$ cat src/rtl/rr_mux4to1.sv
// rr_mux4to1: 4-to-1 round-robin stream collector.
// Four valid/ready producer channels are merged onto one registered output
// word. Each word is tagged with its 2-bit source index on sel, so (dout, sel)
// can feed the matching 1-to-4 demux directly.
module rr_mux4to1 #(
  parameter int WIDTH = 8
) (
  input  logic             clk,
  input  logic             rst,
  input  logic [3:0]       en,
  input  logic             v0,
  input  logic             v1,
  input  logic             v2,
  input  logic             v3,
  input  logic [WIDTH-1:0] d0,
  input  logic [WIDTH-1:0] d1,
  input  logic [WIDTH-1:0] d2,
  input  logic [WIDTH-1:0] d3,
  output logic             rdy0,
  output logic             rdy1,
  output logic             rdy2,
  output logic             rdy3,
  output logic [WIDTH-1:0] dout,
  output logic [1:0]       sel,
  output logic             dout_valid,
  input  logic             dout_ready
);

  // Output register and arbitration pointer
  logic [WIDTH-1:0] dout_q, dout_d;
  logic [1:0]       sel_q, sel_d;
  logic             valid_q, valid_d;
  logic [1:0]       last_q, last_d;

  // Combinational arbitration signals
  logic [3:0]       req_s;
  logic             load_s;
  logic [2:0]       pick_s;
  logic             grant_s;
  logic [1:0]       win_s;
  logic [3:0]       rdy_s;
  logic [WIDTH-1:0] win_data_s;

  // Round-robin pick: returns {found, index}. Offsets are scanned from the
  // farthest (+4, i.e. the last winner itself) to the nearest (+1) so that the
  // nearest requester after the last winner overwrites earlier matches.
  function automatic logic [2:0] rr_pick(input logic [3:0] req, input logic [1:0] last);
    logic [2:0] res;
    logic [1:0] idx;
    res = 3'b000;
    for (int k = 4; k >= 1; k--) begin
      idx = last + 2'(k);
      if (req[idx]) begin
        res = {1'b1, idx};
      end else begin
        res = res;
      end
    end
    return res;
  endfunction

  assign req_s   = en & {v3, v2, v1, v0};
  assign load_s  = ~valid_q | dout_ready;
  assign pick_s  = rr_pick(req_s, last_q);
  assign win_s   = pick_s[1:0];
  // No grant while in reset, so no producer sees its word consumed.
  assign grant_s = pick_s[2] & load_s & ~rst;

  // Select the winning channel's data word
  always_comb begin
    win_data_s = {WIDTH{1'b0}};
    case (win_s)
      2'd0:    win_data_s = d0;
      2'd1:    win_data_s = d1;
      2'd2:    win_data_s = d2;
      2'd3:    win_data_s = d3;
      default: win_data_s = {WIDTH{1'b0}};
    endcase
  end

  // One-hot ready back to the winning producer only
  always_comb begin
    rdy_s = 4'b0000;
    if (grant_s) begin
      rdy_s[win_s] = 1'b1;
    end else begin
      rdy_s = 4'b0000;
    end
  end

  assign rdy0 = rdy_s[0];
  assign rdy1 = rdy_s[1];
  assign rdy2 = rdy_s[2];
  assign rdy3 = rdy_s[3];

  // Next state: load on grant, drain on consume, otherwise hold
  always_comb begin
    dout_d  = dout_q;
    sel_d   = sel_q;
    valid_d = valid_q;
    last_d  = last_q;
    if (grant_s) begin
      dout_d  = win_data_s;
      sel_d   = win_s;
      valid_d = 1'b1;
      last_d  = win_s;
    end else if (valid_q & dout_ready) begin
      valid_d = 1'b0;
    end else begin
      valid_d = valid_q;
    end
  end

  // State register; pointer resets to 3 so channel 0 has first priority
  always_ff @(posedge clk) begin
    if (rst) begin
      dout_q  <= {WIDTH{1'b0}};
      sel_q   <= 2'b00;
      valid_q <= 1'b0;
      last_q  <= 2'd3;
    end else begin
      dout_q  <= dout_d;
      sel_q   <= sel_d;
      valid_q <= valid_d;
      last_q  <= last_d;
    end
  end

  assign dout       = dout_q;
  assign sel        = sel_q;
  assign dout_valid = valid_q;

endmodule

$ cat config.mk
export PLATFORM = sky130hd
export DESIGN_NAME = rr_mux4to1
export DESIGN_NICKNAME = d
export VERILOG_FILES = /design/src/rtl/rr_mux4to1.sv
export SDC_FILE = /design/constraint.sdc
export NUM_CORES = 1
export LEC_CHECK = 0
export CORE_MARGIN = 10
export CORE_UTILIZATION = 35
export DETAILED_ROUTE_END_ITERATION = 16
export GPL_ROUTABILITY_DRIVEN = 0
export MAX_ROUTING_LAYER = met4
export PLACE_DENSITY = 0.8
export SLEW_MARGIN = 10
export SYNTH_ARGS = -nofsm -noshare
export SYNTH_HDL_FRONTEND = slang
export SYNTH_SLANG_ARGS = --single-unit
$ cat constraint.sdc
create_clock -name clk -period 1.7 [get_ports clk]
set_input_delay 0.255 -clock clk [delete_from_list [all_inputs] [get_ports clk]]
set_output_delay 0.255 -clock clk [all_outputs]
set_load 0.05 [all_outputs]
==> impl_metrics.yaml <==
outcome:
  status: "complete, but fails checks"
  violations: "setup timing"
power:
  p_per_area_mw_per_mm2: 724
  leakagePower_nw: 0.842
  vdd_ir_drop_max_mv: 0.548
worst_setup_path:
  path_class: "flop to output pin"
  required_ns: 1.44
  crit_path_start_kind: "flop"
  crit_arrival_ns: 1.61
  path_max_fanout: 6
  worstSetupEndpointType: "output pin"
detailed_routing:
  wirelength_mm: 3.73
  dr.pass1.iters: 4
  drt_iter0_drc: 31
  ant_nets: 0
  drc: 0
  wire_per_inst_um: 18.2
  vias: 1043
  viasPerCell: 5.09
floorplan:
  die_area_mm2: 0.00478
  initial_core_util: 0.375
  coreArea_mm2: 0.00225
  dieHeight_um: 69.1
  io_pins: 58
  rows: 17
  die_w_um: 69.1
sta:
  finalCritPeriodShare: 1.09
  slew_headroom: 0.823
  finalMaxSlewViolations: 0
  worst_pin_slew_ns: 0.266
  fin_hold_ws_ns: 0.504
  clock.fmax_ghz: 0.537
  final-hold-violation-count: 0
  period_minus_slack_ns: 1.86
  fin_skew_ns: 0.00140
  rsz0062_at_grt: "true"
  setup_viol: 12
  final.setup.worst_slack_ns: -0.161
place:
  numPortBuffers: 57
  dpl.hpwl_mm: 2.56
  placed_cells: 187
final_layout:
  syn2layout_area_growth_pct: 119
  antenna-diode-count: 0
  nNetsFinal: 221
  drive_above_1_share: 0.424
  layout.cells.non_filler: 205
logic_synthesis:
  yosysTopAreaCell: "dfxtp_1"
  synth-edff-count: 0
  ys_seq_area_frac: 0.308
  synth.most_common_cell: "mux2i_1"
  async_flop_share: 0
  synthFlopType: "dfxtp_1"
  netlist_instances: 83
  yosys_warnings: 0
  ys_top_cells_by_area: "dfxtp_1 31%, mux2i_1 28%, a22o_1 8.3%"
  yosys.area.top_type_share: 0.308
  synth_area_per_cell_um2: 10.2
  yosysUniqueCellTypes: 25
  synth_nets: 126
  synth.top_cells.by_count: "24 x mux2i_1, 13 x dfxtp_1, 8 x a22o_1"
  synth_seq_cells: 13
  synth_area_um2: 845
cts:
  htree_levels: 1
  clk_latency_ns: 0.28
  cts_buffers: 3
  cts_root_buf: "clkbuf_4"
  cts.path.max_buffers: 2
  clkSinkCount: 13
  cts_hold_buf: 0
  cts.clk_slew.worst_paths_ns: 0.09
  cts_tree: "done"
global_route:
  grt_overflow: 0
  grt_antenna_before_repair: 0
  grt_pass1_vias: 1214
  grt_pass1_wl_mm: 5.71
  grt_max_degree: 8
  grt_usage: 0.148
job:
  drv_cap: 0
min_path:
  hold_path_class: "flop to flop"
[layout by cell type, fill, tap and decap left out, types with 2 or more instances in the layout]
| cell | n |
|---|---|
| buf_4 | 42 |
| clkdlybuf4s50_1 | 34 |
| mux2i_1 | 24 |
| dfxtp_1 | 10 |
| a22o_1 | 8 |
| dlygate4sd2_1 | 8 |
| buf_12 | 5 |
| nand2_2 | 3 |
| nor2_4 | 3 |
| clkbuf_4 | 3 |
| buf_8 | 3 |
| and2_4 | 2 |
| inv_1 | 2 |
| nand2_1 | 2 |
| nand2b_1 | 2 |
| a21oi_1 | 2 |
| dfxtp_4 | 2 |
| buf_6 | 2 |
[sequential cells by signal, indices dropped and copies added (netlist names)]
register / flops
dout: 8
last_q: 2
dout_valid: 1
sel: 2
[power breakdown]
group / switching, mW / leakage, nW / internal, mW
sequential: 0.0262 / 0.108 / 0.344
clock: 0.115 / 0.0150 / 0.0913
combinational: 0.362 / 0.719 / 0.401
total: 0.504 / 0.842 / 0.836
[worst max-delay path, stage by stage, from the launching register on]
cell and delay, ns:
dfxtp_4 0.36, a32o_1 0.23, a32oi_2 0.23, buf_12 0.16, and3_4 0.19, buf_12 0.13
[path summary, 6_finish.rpt]
check / slack, ns / endpoint / cells past startpoint / startpoint
min: 0.50 / dout[0]$_SDFFE_PP0P_ / 1 / dout[0]$_SDFFE_PP0P_
max reg2reg: -0.12 / dout[2]$_SDFFE_PP0P_ / 8 / last_q[1]$_SDFFE_PP1P_
min reg2reg: 0.50 / dout[0]$_SDFFE_PP0P_ / 1 / dout[0]$_SDFFE_PP0P_
max: -0.16 / rdy2 / 5 / last_q[1]$_SDFFE_PP1P_
[timing repair]
action                     4_1_cts  5_1_grt
setup endpoints to repair       12       12
setup buffers                    8        8
resized for setup               27        7
pin swaps                       11        6
[metal layers]
| layer | routed length [um] | vias up | share of wire | GRT usage |
|---|---|---|---|---|
| met2 | 2010 | 47 | 0.54 | 0.253 |
| met1 | 1490 | 487 | 0.40 | 0.149 |
| met3 | 206 | 4 | 0.055 | 0.0599 |
| met4 | 22 | 0 | 0.0059 | 0.0510 |
| li1 | - | 505 | - | - |
| met5 | 0 | - | 0 | - |
[area by class of cell]
type / instances / area [um^2]
timing repair buffer: 94 / 893
multi-input combinational: 64 / 618
fill: 142 / 405
sequential: 13 / 269
tap: 28 / 35.0
clock buffer: 4 / 26.3
inverter: 2 / 7.51
[stage by stage]
stage          setup WS, ns  utilization  setup TNS, ns  instance area [um^2]  power, mW
2_1_floorplan       -0.0642            -        -0.0642                   875      0.731
3_3_place_gp         -0.363        0.728          -4.23                  1640       1.02
3_5_place_dp         -0.423        0.728          -5.09                  1640       1.03
4_1_cts              -0.146        0.785          -1.23                  1770       1.28
5_1_grt              -0.223        0.820          -2.11                  1850       1.40
6_report             -0.161        0.820          -1.26                  1850       1.34
[cell families (layout without fill, tap and decap cells)]
kind of cell    Yosys count  count (layout)  share of synthesized area
compound gates           21              21                      0.240
buf+inv                   6             100                     0.0533
flops                    13              13                      0.308
mux                      24              24                      0.284
simple gates             19              19                      0.114
Power figures use the tool's default switching activity.
